===== config.mk =====
export PLATFORM = sky130hd
export DESIGN_NAME = fifo_word_packer
export DESIGN_NICKNAME = d
export VERILOG_FILES = /design/src/rtl/fifo_word_packer.sv
export SDC_FILE = /design/constraint.sdc
export NUM_CORES = 1
export LEC_CHECK = 0
export CAP_MARGIN = 20
export CORE_AREA = 5 5 86 80
export CTS_CLUSTER_SIZE = 24
export DETAILED_ROUTE_END_ITERATION = 12
export DIE_AREA = 0 0 91 85
export GPL_TIMING_DRIVEN = 0
export PLACE_DENSITY_LB_ADDON = 0.15
export SETUP_SLACK_MARGIN = 0.05
export SLEW_MARGIN = 20
export SYNTH_ARGS = -nofsm -noshare
export SYNTH_HDL_FRONTEND = slang
export SYNTH_SLANG_ARGS = --single-unit
export TNS_END_PERCENT = 10

===== constraint.sdc =====
create_clock -name Read_Clock -period 8.25 [get_ports Read_Clock]
set_input_delay 1.65 -clock Read_Clock [delete_from_list [all_inputs] [get_ports Read_Clock]]
set_output_delay 1.65 -clock Read_Clock [all_outputs]
set_load 0.1 [all_outputs]

===== src/rtl/fifo_word_packer.sv =====
// Read-side packer: pops entries from the byte FIFO, assembles PACK_COUNT lanes per word,
// and flushes a partial word with a lane mask once the input has been idle long enough.
module fifo_word_packer #(
  parameter int DATA_WIDTH     = 8,
  parameter int PACK_COUNT     = 4,
  parameter int TIMEOUT_CYCLES = 16
) (
  input  logic                             Read_Clock,
  input  logic                             Read_Reset_Enable,
  input  logic                             Empty,
  output logic                             Read_Enable,
  input  logic [DATA_WIDTH-1:0]            Fifo_Data,
  output logic [DATA_WIDTH*PACK_COUNT-1:0] Out_Data,
  output logic [PACK_COUNT-1:0]            Out_Keep,
  output logic                             Out_Valid,
  input  logic                             Out_Ready
);

  localparam int CW = $clog2(PACK_COUNT + 1) + 1;
  localparam int IW = $clog2(TIMEOUT_CYCLES + 2);
  localparam int LW = $clog2(PACK_COUNT);
  localparam logic [CW-1:0] FULL     = CW'(PACK_COUNT);
  localparam logic [IW-1:0] IDLE_MAX = IW'(TIMEOUT_CYCLES);

  // Output stream handshake: a word moves downstream on the cycle where
  // Out_Valid && Out_Ready; while Out_Valid && !Out_Ready the word is held.

  logic [PACK_COUNT-1:0][DATA_WIDTH-1:0] asm_q;
  logic [PACK_COUNT-1:0][DATA_WIDTH-1:0] flush_data;
  logic [PACK_COUNT-1:0]                 keep_mask;
  logic [CW-1:0]                         fill_q;
  logic [CW-1:0]                         eff_fill;
  logic [CW-1:0]                         in_flight;
  logic [LW-1:0]                         lane_idx;
  logic [IW-1:0]                         idle_q;
  logic                                  pending_q;
  logic                                  slot_free;
  logic                                  xfer_full;
  logic                                  xfer_flush;
  logic                                  transfer;
  logic                                  pop;

  assign slot_free  = !Out_Valid || Out_Ready;
  assign xfer_full  = (fill_q == FULL) && slot_free;
  assign xfer_flush = (TIMEOUT_CYCLES != 0) && (fill_q != '0) && (fill_q < FULL) &&
                      !pending_q && (idle_q == IDLE_MAX) && slot_free;
  assign transfer   = xfer_full || xfer_flush;
  assign eff_fill   = transfer ? '0 : fill_q;
  assign lane_idx   = eff_fill[LW-1:0];

  // Count the byte already in flight so a pop is only issued when its lane is guaranteed free.
  assign in_flight   = eff_fill + CW'(pending_q);
  assign Read_Enable = !Read_Reset_Enable && !Empty && (in_flight < FULL);
  assign pop         = Read_Enable && !Empty;

  always_comb begin
    flush_data = '0;
    keep_mask  = '0;
    for (int i = 0; i < PACK_COUNT; i++) begin
      if (CW'(i) < fill_q) begin
        flush_data[i] = asm_q[i];
        keep_mask[i]  = 1'b1;
      end
    end
  end

  always_ff @(posedge Read_Clock) begin
    if (Read_Reset_Enable) begin
      asm_q     <= '0;
      fill_q    <= '0;
      pending_q <= 1'b0;
      idle_q    <= '0;
      Out_Data  <= '0;
      Out_Keep  <= '0;
      Out_Valid <= 1'b0;
    end else begin
      pending_q <= pop;

      if (transfer) begin
        Out_Data  <= xfer_full ? asm_q : flush_data;
        Out_Keep  <= xfer_full ? '1 : keep_mask;
        Out_Valid <= 1'b1;
      end else if (Out_Valid && Out_Ready) begin
        Out_Valid <= 1'b0;
      end

      // A returning byte lands even in the cycle its predecessor word leaves.
      if (pending_q) begin
        asm_q[lane_idx] <= Fifo_Data;
        fill_q          <= eff_fill + CW'(1);
      end else begin
        fill_q <= eff_fill;
      end

      if (pop || pending_q || transfer) begin
        idle_q <= '0;
      end else if ((fill_q != '0) && (fill_q < FULL) && (idle_q != IDLE_MAX)) begin
        idle_q <= idle_q + IW'(1);
      end
    end
  end

endmodule


==> metrics.log, run 1 <==
[metrics] Syn Std Cell Area: 3130 sq um
[metrics] Slew HR: 34.5%
[metrics] Die X-Extent: 91 um
[metrics] global route hottest layer: met2
[metrics] overall global routing resource usage: 19.3%
[metrics] status: completed
[metrics] signed area change from the synthesized netlist to the final layout: 24.9%
[metrics] share of async-settable or async-resettable flops after synthesis: 0%
[metrics] CTS H-tree lvls: 3
[metrics] Critical Path RT: 6.60 ns
[metrics] net switching fraction of the power: 27.0%
[metrics] minimum hold slack: 0.457 ns
[metrics] FF-to-FF setup slack: 5.34 ns
[metrics] vias after detailed routing: 2626
[metrics] power density normalized to cell area: 196 nW/um^2
[metrics] met3 layer usage reported by global route: 5.85%
[metrics] power share of the sequential group: 52.0%
[metrics] clock sink total: 79
[metrics] post-CTS clock slew at the launch and capture registers of the worst setup and hold paths: 0.08 ns
[metrics] number of input and output port buffers inserted: 49
[metrics] routed length per instance: 15.5 um
[metrics] Filler Cells Inserted: 490
[metrics] routing usage on met2: 31.3%
[metrics] Max Slew Vio Count: 0
[metrics] TritonCTS Buffers: 9
[metrics] final cycle utilization of the critical path: 81.8%
[metrics] share of the core filled with cells: 66.1%
[metrics] Critical Path Sink Type: output port
[metrics] number of synthesis warnings: 0
[metrics] terminus of the critical flop-to-flop path: idle_q[1]$_SDFFE_PP0P_
[metrics] number of enable-type register cells in the synthesized netlist: 0
[metrics] setup fix buffers added after clock tree synthesis: 0
[metrics] I/O pin cnt: 50
[metrics] maximum number of pins on one net before global-route repair: 15
[metrics] Final Hold Violating Endpoints: 0
[metrics] Total Neg Setup Slack: 0 ns
[metrics] initial core utilization: 52.9%
[metrics] reg2reg start: idle_q[0]$_SDFFE_PP0P_
[metrics] sequential cell area: 1580 sq um
[metrics] most common library cell in the layout ignoring fill and taps: sky130_fd_sc_hd__dfxtp_1
[metrics] residual antenna-violating net count after detailed routing: 0
[metrics] prevailing post-synth register cell: sky130_fd_sc_hd__dfxtp_1
[metrics] largest incremental delay on the critical path: 1.13 ns
[metrics] Tmin final: 6.75 ns
[metrics] first drt pass iteration count: 4
[metrics] antenna diode count: 0
[metrics] worst ir drop on vdd: 0.163 mV
[metrics] met1 Resource Use GR: 24.5%
[metrics] Mean Syn Cell Area: 9.40 sq um
[metrics] endpoint arrival time on the critical path: 5.10 ns
[metrics] switching power: 0.207 mW
[metrics] CP max FO: 9
[metrics] grt total ovfl: 0
[metrics] worst setup path end: Read_Enable
[metrics] synthesized instance count: 333
[metrics] cells along the critical path: clkdlybuf4s50_1 > nor2b_1 > or2_1 > buf_2 > o21ai_0 > inv_1 > ha_1 > and2_1 > nand4_1 > o211ai_1 > and2_1 > clkdlybuf4s50_1
[metrics] First DRT Iteration DRCs: 228
[metrics] number of global-route vias before repair: 2544
[metrics] hpwl dp: 5.19 mm
[metrics] internal power contribution: 0.560 mW
[metrics] number of distinct library cell variants in the gate-level netlist after synthesis: 45
[metrics] RSZ-0062 raised after global routing: no
[metrics] Hold Path Class: register to register
[metrics] number of cells upsized or downsized after cts: 0
[metrics] share of total power in the clock network: 37.4%
[metrics] Clk Tree Root Cell: sky130_fd_sc_hd__clkbuf_8
[metrics] CTS tree: done
[metrics] Std-Cell Core Area: 5910 sq um
[metrics] R2R cell count: 12
[metrics] P_leak: 1.37 nW
[metrics] floorplan die height: 85 um
[metrics] Slowest-stage cell, CP: sky130_fd_sc_hd__clkdlybuf4s50_1
[metrics] Final GP Congestion: 0.848
[metrics] antenna violations before repair: 0
[metrics] Net count, final: 412
[metrics] number of hold buffers added after cts: 0
[metrics] drc violations: 0
[metrics] max capacitance violation total: 0
[metrics] pin slew with the least headroom to its limit: 0.980 ns
[metrics] share of layout cells above drive strength 1: 10.6%
[metrics] highest achievable clock rate: 148 MHz
[metrics] synthesized net count: 352
[metrics] startpoint types: input port
[metrics] insertion delay of the later-clocked pin in the worst-skew pair: 0.36 ns
[metrics] highest-count cells in the layout ignoring fill and taps: sky130_fd_sc_hd__dfxtp_1 (79), sky130_fd_sc_hd__clkdlybuf4s50_1 (49), sky130_fd_sc_hd__nand3_1 (43), sky130_fd_sc_hd__a21oi_1 (43), sky130_fd_sc_hd__nand2_1 (41)
[metrics] synthesis-stage register bit count: 79
[metrics] final setup fails: 0
[metrics] first-pass GRT wire length: 12.0 mm
[metrics] floorplan die area: 7740 sq um
[metrics] number of rows in the core area: 27
[metrics] skew final: 0.00492 ns
[metrics] area occupied by multi-input gates: 1410 sq um
[metrics] type of the worst setup path: input port to output port
[metrics] final routed wirelength across all metal layers: 7.27 mm
[metrics] routed vias/inst: 5.59
[metrics] sequential fraction of the synthesis area: 50.5%
[metrics] Setup crit start: Out_Ready
[metrics] fraction of power consumed by combinational cells: 10.6%
[metrics] clock tree buffer depth: 2
==> flip-flops by register name, indices dropped and copies added (netlist names) <==
name and count:
Out_Data 32, asm_q 32, idle_q 5, Out_Keep 4, fill_q 4, Out_Valid 1
pending_q 1
==> critical path, delay by kind of cell <==
kind / cells / cell delay, ns
AND/OR/NAND/NOR: 5 / 0.92
buffers and inverters: 4 / 1.89
adder cells (fa/ha/maj): 1 / 0.14
AO/OA/AOI/OAI: 2 / 0.49
==> cell families after synthesis <==
family / after synthesis / share of synthesized area (%)
AND/OR/NAND/NOR: 120 / 19.1
AO/OA/AOI/OAI: 94 / 21.2
flip-flops: 79 / 50.5
buffers and inverters: 26 / 4.36
adder cells (fa/ha/maj): 7 / 2.80
XOR/XNOR: 5 / 1.40
multiplexers: 2 / 0.640
==> stage by stage <==
stage / area, sq um / setup slack (ns) / power, mW / instances
final: 3910 / 1.50 / 0.767 / 470
after global routing: 3910 / 1.31 / 0.801 / 470
after CTS: 3910 / 1.49 / 0.771 / 470
after detailed placement: 3710 / 1.49 / 0.488 / 454
after global placement: 3710 / 1.53 / 0.487 / 454
after floorplan: 3130 / 2.76 / 0.462 / 333
==> cells in the mapped netlist (2+ instances only) <==
cell                       count  share of area, %
sky130_fd_sc_hd__inv_1         3              0.36
sky130_fd_sc_hd__nor3_2        3              0.96
sky130_fd_sc_hd__nand2b_1      2              0.40
sky130_fd_sc_hd__nand3_1      43               6.9
sky130_fd_sc_hd__o21ai_0       2              0.32
sky130_fd_sc_hd__nor2_1       10               1.2
sky130_fd_sc_hd__and2_1        4              0.80
sky130_fd_sc_hd__ha_1          7               2.8
sky130_fd_sc_hd__dfxtp_1      79                51
sky130_fd_sc_hd__o21bai_1      2              0.48
sky130_fd_sc_hd__a21oi_1      43               6.9
sky130_fd_sc_hd__xnor2_1       4               1.1
sky130_fd_sc_hd__nand2_1      41               4.9
sky130_fd_sc_hd__a211oi_1      5               1.2
sky130_fd_sc_hd__buf_1         6              0.72
sky130_fd_sc_hd__nor3_1        4              0.64
sky130_fd_sc_hd__nor2b_1       2              0.40
sky130_fd_sc_hd__nand4_1       2              0.40
sky130_fd_sc_hd__a21bo_2       8               2.6
sky130_fd_sc_hd__clkbuf_1      8              0.96
sky130_fd_sc_hd__a22o_1       24               6.7
sky130_fd_sc_hd__buf_2         4              0.64
sky130_fd_sc_hd__mux2i_1       2              0.64
sky130_fd_sc_hd__buf_6         4               1.4
==> power groups by stage <==
| stage | registers (mW) | clock network (mW) | logic (mW) |
|---|---|---|---|
| 2_1_floorplan | 0.407 | 0 | 0.0555 |
| 3_3_place_gp | 0.407 | 0 | 0.0800 |
| 3_5_place_dp | 0.408 | 0 | 0.0805 |
| 4_1_cts | 0.399 | 0.292 | 0.0810 |
| 5_1_grt | 0.400 | 0.310 | 0.0906 |
| 6_report | 0.399 | 0.287 | 0.0810 |
==> how the worst min path moves through the flow <==
stage | startpoint | to | slack, ns | cells after the start
after floorplan | asm_q[10]$_SDFFE_PP0P_ | asm_q[10]$_SDFFE_PP0P_ | 0.44 | 2
after global placement | asm_q[28]$_SDFFE_PP0P_ | asm_q[28]$_SDFFE_PP0P_ | 0.44 | 2
after detailed placement | asm_q[8]$_SDFFE_PP0P_ | asm_q[8]$_SDFFE_PP0P_ | 0.45 | 2
after CTS | asm_q[31]$_SDFFE_PP0P_ | asm_q[31]$_SDFFE_PP0P_ | 0.46 | 2
after global routing | asm_q[30]$_SDFFE_PP0P_ | asm_q[30]$_SDFFE_PP0P_ | 0.48 | 2
final | asm_q[23]$_SDFFE_PP0P_ | asm_q[23]$_SDFFE_PP0P_ | 0.46 | 2
==> cell type report <==
| cell class | instances | area share, % |
|---|---|---|
| Sequential cell | 79 | 40.5 |
| Multi-Input combinational cell | 228 | 36.1 |
| Timing Repair Buffer | 49 | 12.6 |
| Clock buffer | 10 | 3.27 |
| Buffer | 23 | 3.20 |
| Tap cell | 72 | 2.31 |
| Clock inverter | 6 | 1.79 |
| Inverter | 3 | 0.288 |
==> metal layers <==
metal	wire [um]	share of wire, %
met1	3190	44
met2	3510	48
met3	445	6.1
met4	119	1.6
met5	0	0
Power figures use the tool's default switching activity.
==> run 2: changes to the inputs <==
--- a/config.mk
+++ b/config.mk
@@ -6,10 +6,10 @@
 export NUM_CORES = 1
 export LEC_CHECK = 0
 export CAP_MARGIN = 20
-export CORE_AREA = 5 5 86 80
+export CORE_AREA = 5 5 92 85
 export CTS_CLUSTER_SIZE = 24
 export DETAILED_ROUTE_END_ITERATION = 12
-export DIE_AREA = 0 0 91 85
+export DIE_AREA = 0 0 97 90
 export GPL_TIMING_DRIVEN = 0
 export PLACE_DENSITY_LB_ADDON = 0.15
 export SETUP_SLACK_MARGIN = 0.05
==> constraint.sdc (replaced) <==
create_clock -name Read_Clock -period 5.54 [get_ports Read_Clock]
set_input_delay 1.108 -clock Read_Clock [delete_from_list [all_inputs] [get_ports Read_Clock]]
set_output_delay 1.108 -clock Read_Clock [all_outputs]
set_load 0.1 [all_outputs]
==> run 2 against run 1 <==
- count of clock-buffer cells in the layout shrank 1
- worst setup slack lost 0.96 ns
- flip-flop and latch count is the same
- critical path depth is the same
- clock power grew 79%
- register-to-register slack lost 2.7 ns
- combinational power grew 49%
- worst hold slack gained 0.00088 ns
- utilization shrank 8.1 points
- die area grew 13%
- global-route usage shrank 2.5 points
- critical path type unchanged
- critical endpoint unchanged
==> metrics.log, run 2 (synthesis results as in run 1) <==
[metrics] Clk Tree Root Cell: sky130_fd_sc_hd__clkbuf_8
[metrics] highest achievable clock rate: 200 MHz
[metrics] reg2reg start: idle_q[0]$_SDFFE_PP0P_
[metrics] pre-CTS setup slack: -0.131 ns
[metrics] min-delay src: asm_q[27]$_SDFFE_PP0P_
[metrics] final cycle utilization of the critical path: 90.2%
[metrics] share of layout cells above drive strength 1: 11.1%
[metrics] internal power contribution: 0.923 mW
[metrics] power density normalized to cell area: 309 nW/um^2
[metrics] number of global-route vias before repair: 2363
[metrics] Hold Crit Endpoint: asm_q[27]$_SDFFE_PP0P_
[metrics] routed length per instance: 14.7 um
[metrics] power share of the sequential group: 48.3%
[metrics] worst hold path depth: 2
[metrics] worst ir drop on vdd: 0.214 mV
[metrics] initial core utilization: 45.6%
[metrics] R2R cell count: 14
[metrics] startpoint types: input port
[metrics] residual antenna-violating net count after detailed routing: 0
[metrics] most common library cell in the layout ignoring fill and taps: sky130_fd_sc_hd__dfxtp_1
[metrics] share of the core filled with cells: 58.0%
[metrics] Max Slew Vio Count: 0
[metrics] Critical Path Sink Type: output port
[metrics] skew final: 0.00791 ns
[metrics] minimum hold slack: 0.458 ns
[metrics] Final Hold Violating Endpoints: 0
[metrics] area of all placed cells without fillers: 3980 sq um
[metrics] first-pass GRT wire length: 11.9 mm
[metrics] fraction of power consumed by combinational cells: 9.8%
[metrics] Hold Path Class: register to register
[metrics] largest registers: Out_Data: 32 flops, asm_q: 32 flops, idle_q: 5 flops
[metrics] type of the worst setup path: input port to output port
[metrics] floorplan die area: 8730 sq um
[metrics] max capacitance violation total: 0
[metrics] number of input and output port buffers inserted: 49
[metrics] Die X-Extent: 97 um
[metrics] pin slew with the least headroom to its limit: 0.976 ns
[metrics] floorplan die height: 90 um
[metrics] overall global routing resource usage: 16.8%
[metrics] least setup slack across all paths after layout: 0.541 ns
[metrics] Net count, final: 412
[metrics] net switching fraction of the power: 24.9%
[metrics] hpwl dp: 5.09 mm
[metrics] status: completed
[metrics] maximum number of pins on one net before global-route repair: 15
[metrics] clock tree buffer depth: 2
[metrics] terminus of the critical flop-to-flop path: fill_q[2]$_SDFF_PP0_
[metrics] final setup fails: 0
[metrics] Slew HR: 34.7%
[metrics] placement-stage cell area: 3740 sq um
[metrics] CTS H-tree lvls: 3
[metrics] drc violations: 0
[metrics] RSZ-0062 raised after global routing: no
[metrics] antenna violations before repair: 0
[metrics] share of total power in the clock network: 41.9%
[metrics] setup fix buffers added after clock tree synthesis: 0
[metrics] insertion delay of the later-clocked pin in the worst-skew pair: 0.35 ns
[metrics] grt total ovfl: 0
[metrics] highest-count cells in the layout ignoring fill and taps: sky130_fd_sc_hd__dfxtp_1 (79), sky130_fd_sc_hd__clkdlybuf4s50_1 (48), sky130_fd_sc_hd__nand3_1 (43), sky130_fd_sc_hd__a21oi_1 (43), sky130_fd_sc_hd__nand2_1 (41)
[metrics] number of rows in the core area: 29
[metrics] routed vias/inst: 5.25
[metrics] final routed wirelength across all metal layers: 7.21 mm
[metrics] CTS tree: done
[metrics] clock sink total: 79
[metrics] antenna diode count: 0
[metrics] Critical Path RT: 4.43 ns
[metrics] vias after detailed routing: 2576
[metrics] Std-Cell Core Area: 6860 sq um
[metrics] First DRT Iteration DRCs: 162
[metrics] endpoint arrival time on the critical path: 3.89 ns
[metrics] post-CTS clock slew at the launch and capture registers of the worst setup and hold paths: 0.08 ns
[metrics] Final GP Congestion: 0.775
[metrics] I/O pin cnt: 50
[metrics] signed area change from the synthesized netlist to the final layout: 27.0%
[metrics] FF-to-FF setup slack: 2.63 ns
[metrics] power after layout: 1.23 mW
[metrics] first drt pass iteration count: 4
[metrics] Setup crit start: Out_Ready
[metrics] CP max FO: 9
[metrics] Tmin final: 5.00 ns
[metrics] TritonCTS Buffers: 9
[metrics] switching power: 0.306 mW
[metrics] P_leak: 1.40 nW
[run 2: changes by cell type in the layout (fill, tap and decap cells not counted)]
cell	delta
sky130_fd_sc_hd__clkinvlp_4	-2
sky130_fd_sc_hd__bufinv_16	+2
sky130_fd_sc_hd__clkbuf_2	+1
sky130_fd_sc_hd__clkinv_2	+1
sky130_fd_sc_hd__clkbuf_1	-1
sky130_fd_sc_hd__clkdlybuf4s50_1	-1
[run 2: power by group through the flow]
stage          clock network [mW]  registers, mW  logic [mW]
2_1_floorplan                   0          0.606      0.0826
3_3_place_gp                    0          0.606       0.120
3_5_place_dp                    0          0.606       0.120
4_1_cts                     0.525          0.593       0.120
5_1_grt                     0.550          0.595       0.134
6_report                    0.515          0.593       0.121
[run 2: worst max path at each step]
stage | end | slack (ns)
finish | Read_Enable | 0.54
global route | Read_Enable | 0.32
CTS | Read_Enable | 0.16
detailed placement | Read_Enable | -0.13
global placement | Read_Enable | -0.10
floorplan | Read_Enable | 1.14
[run 2: layer usage]
layer | track usage (%) | wire [um] | vias up
li1 | - | - | 1314
met1 | 22.8 | 3440 | 1199
met2 | 25.8 | 3300 | 56
met3 | 5.80 | 410 | 7
met4 | 3.86 | 59 | 0
met5 | 0 | 0 | -
[run 2: metrics by stage]
| stage | setup TNS (ns) | instances |
|---|---|---|
| 3_3_place_gp | -0.104 | 475 |
| 5_1_grt | 0 | 491 |
| 4_1_cts | 0 | 491 |
| 2_1_floorplan | 0 | 333 |
| 6_report | 0 | 491 |
| 3_5_place_dp | -0.131 | 475 |
[run 2: final cells by class]
cell class                 instances  area, sq um
buffer                            23          125
inverter                           3         11.3
sequential                        79         1580
multi-input combinational        228         1410
fill                             613         2880
timing repair buffer              49          485
tap                               93          116
clock inverter                     7          120
clock buffer                       9          124
[run 2: timing repair]
item                                    CTS  global route
pin swaps                                 0             0
gates cloned                              0             0
endpoints found under the setup margin    1             1
hold buffers                              0             0
gates resized for setup                   1             2
[run 2: critical path, stage by stage]
cell and delay (ns):
sky130_fd_sc_hd__clkdlybuf4s50_1 0.41, sky130_fd_sc_hd__nor2b_1 0.28, sky130_fd_sc_hd__or2_1 0.14, sky130_fd_sc_hd__buf_2 0.21
sky130_fd_sc_hd__o21ai_0 0.20, sky130_fd_sc_hd__inv_1 0.15, sky130_fd_sc_hd__ha_1 0.14, sky130_fd_sc_hd__and2_1 0.16
sky130_fd_sc_hd__nand4_1 0.15, sky130_fd_sc_hd__o211ai_1 0.29, sky130_fd_sc_hd__and2_1 0.20, sky130_fd_sc_hd__clkbuf_2 0.45
==> run 3: changes to the inputs <==
--- a/config.mk
+++ b/config.mk
@@ -6,10 +6,10 @@
 export NUM_CORES = 1
 export LEC_CHECK = 0
 export CAP_MARGIN = 20
-export CORE_AREA = 5 5 92 85
-export CTS_CLUSTER_SIZE = 24
+export CORE_AREA = 2 2 84 78
+export CTS_CLUSTER_SIZE = 25
 export DETAILED_ROUTE_END_ITERATION = 12
-export DIE_AREA = 0 0 97 90
+export DIE_AREA = 0 0 86 80
 export GPL_TIMING_DRIVEN = 0
 export PLACE_DENSITY_LB_ADDON = 0.15
 export SETUP_SLACK_MARGIN = 0.05
==> constraint.sdc (replaced) <==
create_clock -name Read_Clock -period 5 [get_ports Read_Clock]
set_input_delay 1 -clock Read_Clock [delete_from_list [all_inputs] [get_ports Read_Clock]]
set_output_delay 1 -clock Read_Clock [all_outputs]
set_load 0.1 [all_outputs]
==> run 3 against run 2 <==
- total power shrank 0.22%
- global-route usage rose by 5.4 points
- register-to-register slack lost 0.53 ns
- routed wire length decreased by 2.3%
- largest cell class unchanged
- clock power is 16% lower
- utilization is 7.0 points higher
- design area decreased by 2.3%
- final cell count fell by 4.3%
- sequential share of layout area up 0.92 points
==> metrics.log, run 3 (synthesis results as in run 1) <==
[metrics] Tmin final: 4.68 ns
[metrics] power after layout: 1.23 mW
[metrics] share of layout cells above drive strength 1: 11.1%
[metrics] reg2reg start: idle_q[0]$_SDFFE_PP0P_
[metrics] max capacitance violation total: 0
[metrics] routed length per instance: 15.0 um
[metrics] terminus of the critical flop-to-flop path: asm_q[30]$_SDFFE_PP0P_
[metrics] Slew HR: 35.1%
[metrics] residual antenna-violating net count after detailed routing: 0
[metrics] P_leak: 1.36 nW
[metrics] Net count, final: 412
[metrics] Final Hold Violating Endpoints: 0
[metrics] min-delay src: asm_q[22]$_SDFFE_PP0P_
[metrics] insertion delay of the later-clocked pin in the worst-skew pair: 0.35 ns
[metrics] number of input and output port buffers inserted: 49
[metrics] first-pass GRT wire length: 11.9 mm
[metrics] floorplan die height: 80 um
[metrics] startpoint types: input port
[metrics] maximum number of pins on one net before global-route repair: 16
[metrics] signed area change from the synthesized netlist to the final layout: 24.2%
[metrics] final setup fails: 0
[metrics] antenna diode count: 0
[metrics] clock sink total: 79
[metrics] routed vias/inst: 5.60
[metrics] first drt pass iteration count: 4
[metrics] most common library cell in the layout ignoring fill and taps: sky130_fd_sc_hd__dfxtp_1
[metrics] skew final: 0.00690 ns
[metrics] I/O pin cnt: 50
[metrics] Std-Cell Core Area: 5980 sq um
[metrics] TritonCTS Buffers: 9
[metrics] CTS H-tree lvls: 3
[metrics] antenna violations before repair: 0
[metrics] number of rows in the core area: 27
[metrics] highest achievable clock rate: 214 MHz
[metrics] Hold Path Class: register to register
[metrics] initial core utilization: 52.3%
[metrics] Critical Path Sink Type: output port
[metrics] worst ir drop on vdd: 0.324 mV
[metrics] CP max FO: 9
[metrics] final cycle utilization of the critical path: 93.7%
[metrics] drc violations: 0
[metrics] floorplan die area: 6880 sq um
[metrics] type of the worst setup path: input port to output port
[metrics] cell family contributing the most delay on the critical path: buffers and inverters
[metrics] hpwl dp: 5.00 mm
[metrics] largest registers: Out_Data: 32 flops, asm_q: 32 flops, idle_q: 5 flops
[metrics] worst hold path depth: 2
[metrics] pre-CTS setup slack: -0.449 ns
[metrics] R2R cell count: 14
[metrics] Critical Path RT: 4.00 ns
[metrics] Final GP Congestion: 0.846
[metrics] Max Slew Vio Count: 0
[metrics] Die X-Extent: 86 um
[metrics] least setup slack across all paths after layout: 0.316 ns
[metrics] Hold Crit Endpoint: asm_q[22]$_SDFFE_PP0P_
[metrics] overall global routing resource usage: 22.2%
[metrics] power density normalized to cell area: 316 nW/um^2
[metrics] grt total ovfl: 0
[metrics] endpoint arrival time on the critical path: 3.68 ns
[metrics] setup fix buffers added after clock tree synthesis: 0
[metrics] Total Neg Setup Slack: 0 ns
[metrics] pin slew with the least headroom to its limit: 0.971 ns
[metrics] Clk Tree Root Cell: sky130_fd_sc_hd__clkbuf_8
[metrics] largest incremental delay on the critical path: 0.42 ns
[metrics] status: completed
[metrics] share of the core filled with cells: 65.0%
[metrics] post-CTS clock slew at the launch and capture registers of the worst setup and hold paths: 0.08 ns
[metrics] cells along the critical path: clkdlybuf4s50_1 > nor2b_1 > or2_1 > buf_2 > o21ai_1 > inv_1 > ha_1 > and2_1 > nand4_1 > o211ai_1 > and2_1 > buf_2
[metrics] final routed wirelength across all metal layers: 7.05 mm
[metrics] FF-to-FF setup slack: 2.10 ns
[metrics] vias after detailed routing: 2632
[metrics] sum of buffers and inverters on the critical path: 4
[metrics] highest-count cells in the layout ignoring fill and taps: sky130_fd_sc_hd__dfxtp_1 (79), sky130_fd_sc_hd__clkdlybuf4s50_1 (48), sky130_fd_sc_hd__nand3_1 (43), sky130_fd_sc_hd__a21oi_1 (43), sky130_fd_sc_hd__nand2_1 (41)
[metrics] number of global-route vias before repair: 2522
[metrics] First DRT Iteration DRCs: 145
[metrics] Slowest-stage cell, CP: sky130_fd_sc_hd__buf_2
[metrics] clock tree buffer depth: 2
[metrics] RSZ-0062 raised after global routing: no
[metrics] CTS tree: done
run 3: power breakdown:
| group | switching, mW | internal, mW | total [mW] |
|---|---|---|---|
| Sequential | 0.0127 | 0.645 | 0.658 |
| Clock | 0.248 | 0.185 | 0.433 |
| Combinational | 0.0905 | 0.0448 | 0.135 |
| Total | 0.351 | 0.875 | 1.23 |
run 3: metrics by stage:
stage | hold slack [ns] | instance area (sq um) | cells
floorplan | 0.436 | 3130 | 333
global placement | 0.443 | 3710 | 454
detailed placement | 0.449 | 3710 | 454
CTS | 0.460 | 3890 | 470
global route | 0.485 | 3880 | 470
finish | 0.458 | 3880 | 470
run 3: routing by layer:
metal  global-route usage (%)  wire length, um
met2                     35.4             3330
met5                        0                0
met3                     4.96              348
met4                     8.10              124
met1                     29.5             3240
run 3: layout make-up:
| type | count | area [sq um] |
|---|---|---|
| fillers | 513 | 2090 |
| flip-flops and latches | 79 | 1580 |
| repair buffers | 49 | 485 |
| plain buffers | 23 | 125 |
| clock inverters | 7 | 56.3 |
| inverters | 3 | 11.3 |
| multi-input cells | 228 | 1410 |
| clock buffers | 9 | 124 |
| well taps | 72 | 90.1 |
run 3: repair_timing:
action                     in CTS  in global routing
hold buffers                    0                  0
resized for setup               3                  3
setup endpoints to repair       1                  1
pin swaps                       0                  0
run 3: worst reg2reg max path, cell delays in order (launching register included):
cell	delay [ns]
sky130_fd_sc_hd__dfxtp_1	0.35
sky130_fd_sc_hd__inv_1	0.06
sky130_fd_sc_hd__ha_1	0.14
sky130_fd_sc_hd__nor4bb_1	0.29
sky130_fd_sc_hd__buf_2	0.23
sky130_fd_sc_hd__a31o_1	0.18
sky130_fd_sc_hd__buf_6	0.15
sky130_fd_sc_hd__buf_4	0.17
sky130_fd_sc_hd__nand2_1	0.07
sky130_fd_sc_hd__and2_1	0.21
sky130_fd_sc_hd__ha_1	0.19
sky130_fd_sc_hd__clkbuf_1	0.19
sky130_fd_sc_hd__nand2_1	0.32
sky130_fd_sc_hd__nand2_1	0.11
sky130_fd_sc_hd__a21oi_1	0.17
run 3: worst max-delay path by stage:
stage                            from           to  slack, ns  cells after the start
2_1_floorplan  Out_Valid$_SDFFE_PP0P_  Read_Enable       0.76                     10
3_3_place_gp                Out_Ready  Read_Enable      -0.41                     12
3_5_place_dp                Out_Ready  Read_Enable      -0.45                     12
4_1_cts                     Out_Ready  Read_Enable       0.11                     12
5_1_grt                     Out_Ready  Read_Enable       0.12                     12
6_report                    Out_Ready  Read_Enable       0.32                     12
